`src/rtl/multicycle_controller.sv`:
```
// Multicycle MIPS control FSM: drives datapath selects and enables
// from the current state, opcode, funct, zero flag and memready.
module multicycle_controller #(
  parameter bit MEM_HANDSHAKE = 1'b1
) (
  input  logic       clk,
  input  logic       reset,
  input  logic [5:0] op,
  input  logic [5:0] funct,
  input  logic       zero,
  input  logic       memready,
  output logic       pcen,
  output logic       iord,
  output logic       irwrite,
  output logic       memwrite,
  output logic       memtoreg,
  output logic       regdst,
  output logic       regwrite,
  output logic       alusrca,
  output logic [1:0] alusrcb,
  output logic [1:0] pcsrc,
  output logic [2:0] alucontrol,
  output logic       half,
  output logic       b,
  output logic       illegal,
  output logic [3:0] state
);

  typedef enum logic [3:0] {
    FETCH   = 4'd0,
    DECODE  = 4'd1,
    MEMADR  = 4'd2,
    MEMRD   = 4'd3,
    MEMWB   = 4'd4,
    MEMWR   = 4'd5,
    EXECUTE = 4'd6,
    ALUWB   = 4'd7,
    BRANCH  = 4'd8,
    ADDIEX  = 4'd9,
    ADDIWB  = 4'd10,
    JUMP    = 4'd11
  } state_t;

  state_t cur, nxt;
  logic   mem_ok;
  logic   is_lw, is_lh, is_lb, is_sw;
  logic   is_r, is_beq, is_bne, is_addi, is_j;
  logic   is_mem, is_br;

  assign mem_ok  = MEM_HANDSHAKE ? memready : 1'b1;

  assign is_lw   = (op == 6'b100011);
  assign is_lh   = (op == 6'b100001);
  assign is_lb   = (op == 6'b100000);
  assign is_sw   = (op == 6'b101011);
  assign is_r    = (op == 6'b000000);
  assign is_beq  = (op == 6'b000100);
  assign is_bne  = (op == 6'b000101);
  assign is_addi = (op == 6'b001000);
  assign is_j    = (op == 6'b000010);
  assign is_mem  = is_lw | is_lh | is_lb | is_sw;
  assign is_br   = is_beq | is_bne;

  assign state = cur;

  always_ff @(posedge clk or posedge reset) begin
    if (reset) cur <= FETCH;
    else       cur <= nxt;
  end

  always_comb begin
    nxt        = FETCH;
    pcen       = 1'b0;
    iord       = 1'b0;
    irwrite    = 1'b0;
    memwrite   = 1'b0;
    memtoreg   = 1'b0;
    regdst     = 1'b0;
    regwrite   = 1'b0;
    alusrca    = 1'b0;
    alusrcb    = 2'b00;
    pcsrc      = 2'b00;
    alucontrol = 3'b010;
    half       = 1'b0;
    b          = 1'b0;
    illegal    = 1'b0;
    unique case (cur)
      FETCH: begin
        alusrcb = 2'b01;
        irwrite = mem_ok;
        pcen    = mem_ok;
        nxt     = mem_ok ? DECODE : FETCH;
      end
      DECODE: begin
        // branch target is precomputed into ALUOut here
        alusrcb = 2'b11;
        unique case (1'b1)
          is_mem:  nxt = MEMADR;
          is_r:    nxt = EXECUTE;
          is_br:   nxt = BRANCH;
          is_addi: nxt = ADDIEX;
          is_j:    nxt = JUMP;
          default: begin
            illegal = 1'b1;
            nxt     = FETCH;
          end
        endcase
      end
      MEMADR: begin
        alusrca = 1'b1;
        alusrcb = 2'b10;
        nxt     = is_sw ? MEMWR : MEMRD;
      end
      MEMRD: begin
        iord = 1'b1;
        half = is_lh;
        b    = is_lb;
        nxt  = mem_ok ? MEMWB : MEMRD;
      end
      MEMWB: begin
        memtoreg = 1'b1;
        regwrite = 1'b1;
        half     = is_lh;
        b        = is_lb;
      end
      MEMWR: begin
        iord     = 1'b1;
        memwrite = 1'b1;
        nxt      = mem_ok ? FETCH : MEMWR;
      end
      EXECUTE: begin
        alusrca = 1'b1;
        case (funct)
          6'b100010: alucontrol = 3'b110;
          6'b100100: alucontrol = 3'b000;
          6'b100101: alucontrol = 3'b001;
          6'b101010: alucontrol = 3'b111;
          default:   alucontrol = 3'b010;
        endcase
        nxt = ALUWB;
      end
      ALUWB: begin
        regdst   = 1'b1;
        regwrite = 1'b1;
      end
      BRANCH: begin
        alusrca    = 1'b1;
        alucontrol = 3'b110;
        pcsrc      = 2'b01;
        pcen       = zero ^ is_bne;
      end
      ADDIEX: begin
        alusrca = 1'b1;
        alusrcb = 2'b10;
        nxt     = ADDIWB;
      end
      ADDIWB: begin
        regwrite = 1'b1;
      end
      JUMP: begin
        pcsrc = 2'b10;
        pcen  = 1'b1;
      end
      default: nxt = FETCH;
    endcase
  end

endmodule

```
`config.mk`:
```
export PLATFORM = sky130hd
export DESIGN_NAME = multicycle_controller
export DESIGN_NICKNAME = d
export VERILOG_FILES = /design/src/rtl/multicycle_controller.sv
export SDC_FILE = /design/constraint.sdc
export NUM_CORES = 1
export LEC_CHECK = 0
export ABC_CLOCK_PERIOD_IN_PS = 2050
export CAP_MARGIN = 5
export CORE_ASPECT_RATIO = 1.25
export CORE_MARGIN = 2
export CORE_UTILIZATION = 38
export CTS_BUF_LIST = sky130_fd_sc_hd__clkbuf_2 sky130_fd_sc_hd__clkbuf_4 sky130_fd_sc_hd__clkbuf_8
export DETAILED_ROUTE_END_ITERATION = 8
export PLACE_DENSITY = 0.82
export SYNTH_ARGS = -nofsm -noshare
export SYNTH_HDL_FRONTEND = slang
export SYNTH_SLANG_ARGS = --single-unit
```
`constraint.sdc`:
```
create_clock -name clk -period 2.05 [get_ports clk]
set_input_delay 0.3075 -clock clk [delete_from_list [all_inputs] [get_ports clk]]
set_output_delay 0.3075 -clock clk [all_outputs]
set_load 0.05 [all_outputs]
```
==> out/summary.txt <==
Post-synth EDFFs: 0
TNS Setup: -84.8 ps
FMAX: 476 MHz
RR Endpoint: state[1]
# IOs: 38
# DRC: 0
Mean Syn Cell Area: 6.66 sq um
Area growth syn-to-layout: 134%
Drt first pass iters: 4
CTS Buf Count: 3
Die X: 40.1 um
Post-synth cell types: 33
Final Hold Fails: 0
Setup Skew: 22.3 ps
First-pass GRT wire length: 4250 um
ANT nets after route: 0
Core area: 1540 sq um
Share of the synthesized area in the top cell type: 16.2%
Violated checks: negative setup slack
Worst-Skew Late Latency: 260 ps
Initial antenna violation count: 0
Synth Flop Type: dfrtp_1
# H-tree levels: 1
Synthesis Warnings: 0
Post-Route WL: 2960 um
Final setup margin: -51.9 ps
Initial Utilization: 40.2%
# setup viols final: 2
Hold slack: 245 ps
Async SR Flop Fraction: 100%
GRT Total Usage: 31.0%
Die height: 49.1 um
Crit path time final: 2100 ps
Clk sink count: 4
DR WL/cell: 17.7 um
Hold Buf Count CTS: 0
Period utilisation layout: 103%
CTS clock-pin slew for the worst setup and hold paths: 50 ps
Crit Path Class: in -> out
Leak: 0.594 nW
Dpl cells: 160
Via count: 989
Reg2reg start: state[1]
Largest net degree at the start of global routing: 14
# rows: 16
Fin cells: 167
Worst Reg-to-Reg Cells: 5
Inserted Diodes: 0
Worst Path Max Fanout: 2
Slew @ Worst Pin: 490 ps
Fill cells: 45
Crit path DAT: 1790 ps
Fraction of layout cells with a size suffix above 1: 51.7%
Pwr per Cell Area: 853 nW/um^2
Post-Syn Area: 619 sq um
RSZ-0062 raised after global routing: true
Synth area leaders: dfrtp_1 16%, o21ai_0 7.3%, nor2_1 6.7%
CTS max path bufs: 2
Max reg flops: 4
R2R setup slack: 220 ps
Fin. max-slew vios: 0
Maximum vdd ir drop: 0.747 mV
Crit path capture type: primary output
Die ar.: 1970 sq um
Synthesized flop and latch total: 4
DP HPWL: 1930 um
DRT iter0 DRCs: 35
Vias per cell: 5.92
Vias in the first global route: 954
CP Data Required Time: 1740 ps
Max-cap violations: 0
Min-Delay Path Class: in -> async
Final nets: 166
GRT overflow: 0
Sequential area share after synthesis: 16.2%
Core Util, Final: 94.2%
Synthesized instance count: 93
CTS tree: yes
Dominant cell type by area after synthesis: dfrtp_1
Status: finished, violations left
Routability congestion estimate: 0.816
Syn nets: 109
PortBufs: 37
Root buf cell: clkbuf_4
Setup crit start kind: input port
Worst slew margin: 67.3%
[final cells by class]
cell class / count / area [sq um] / share of cell area, %
multi-input cells: 78 / 597 / 41.1
inverters: 4 / 15.0 / 1.03
repair buffers: 59 / 683 / 47.1
flip-flops and latches: 4 / 104 / 7.16
well taps: 18 / 22.5 / 1.55
clock buffers: 4 / 30.0 / 2.07
[worst max-delay path by stage]
stage,cells past startpoint,slack [ps],from,endpoint
2_1_floorplan,4,-150,state[0],alucontrol[2]
3_3_place_gp,5,-250,op[5],half
3_5_place_dp,5,-290,op[5],half
4_1_cts,5,-40,op[4],half
5_1_grt,5,-80,op[4],half
6_report,5,-50,op[4],half
[worst max-delay path, cell delays in order]
cell	delay (ps)
buf_6	90
or3b_4	390
or4_4	560
nor3b_4	260
buf_12	170
[power by group]
group          switching (mW)  internal [mW]
sequential             0.0204         0.0992
clock                  0.0434         0.0869
combinational           0.577          0.411
[cell usage after synthesis, types with 2 or more instances]
cell and number:
nand2b_1 4, nor4_1 2, nor3b_1 3, nand2_1 6, xor2_1 2, nor3_1 7, nor2_1 11, o21ai_0 9
inv_1 4, nand3_1 5, a21oi_1 8, buf_2 3, nand3b_1 2, dfrtp_1 4, clkbuf_1 4, mux2_2 2
[metrics by stage]
step / setup WS [ps] / cell area [sq um] / power, mW
after CTS: -43.4 / 1400 / 1.20
after global routing: -77.8 / 1450 / 1.29
after global placement: -246 / 1340 / 1.03
after floorplan: -151 / 698 / 0.667
after detailed placement: -295 / 1340 / 1.05
final: -51.9 / 1450 / 1.24
[placed cells by master, fill, tap and decap left out, drive strengths merged, types with 2 or more instances in the layout]
| master | instances |
|---|---|
| nand3 | 5 |
| clkbuf | 4 |
| dlymetal6s2s | 2 |
| nor4 | 2 |
| or2 | 2 |
| or4 | 2 |
| nor2 | 11 |
| mux2 | 2 |
| buf | 45 |
| nand2 | 6 |
| xor2 | 2 |
| clkdlybuf4s50 | 12 |
| nand2b | 5 |
| a21oi | 8 |
| inv | 4 |
| dfrtp | 4 |
| nor3b | 4 |
| nor3 | 7 |
| nand3b | 2 |
| o21ai | 9 |
[per-layer routing]
metal,global-route usage [%],vias to the layer above,part of all wire [%]
met5,0,-,0
met1,27.0,448,32
li1,-,451,-
met2,58.1,70,56
met4,19.0,0,4.7
met3,5.02,20,7.2
[what timing repair did]
action	in CTS	in global routing
setup endpoints to repair	6	5
buffers inserted	2	1
pin swaps	6	2
gates resized for setup	20	8
[cells by family after synthesis]
group,share of synthesized area [%]
AOI/OAI and AO/OA,20.4
xor gates and xnor gates,4.24
buffers and inverters,7.27
DFF,16.2
muxes,3.64
and+or+nand+nor,48.3
No activity file was read; power rests on OpenSTA's default activity.
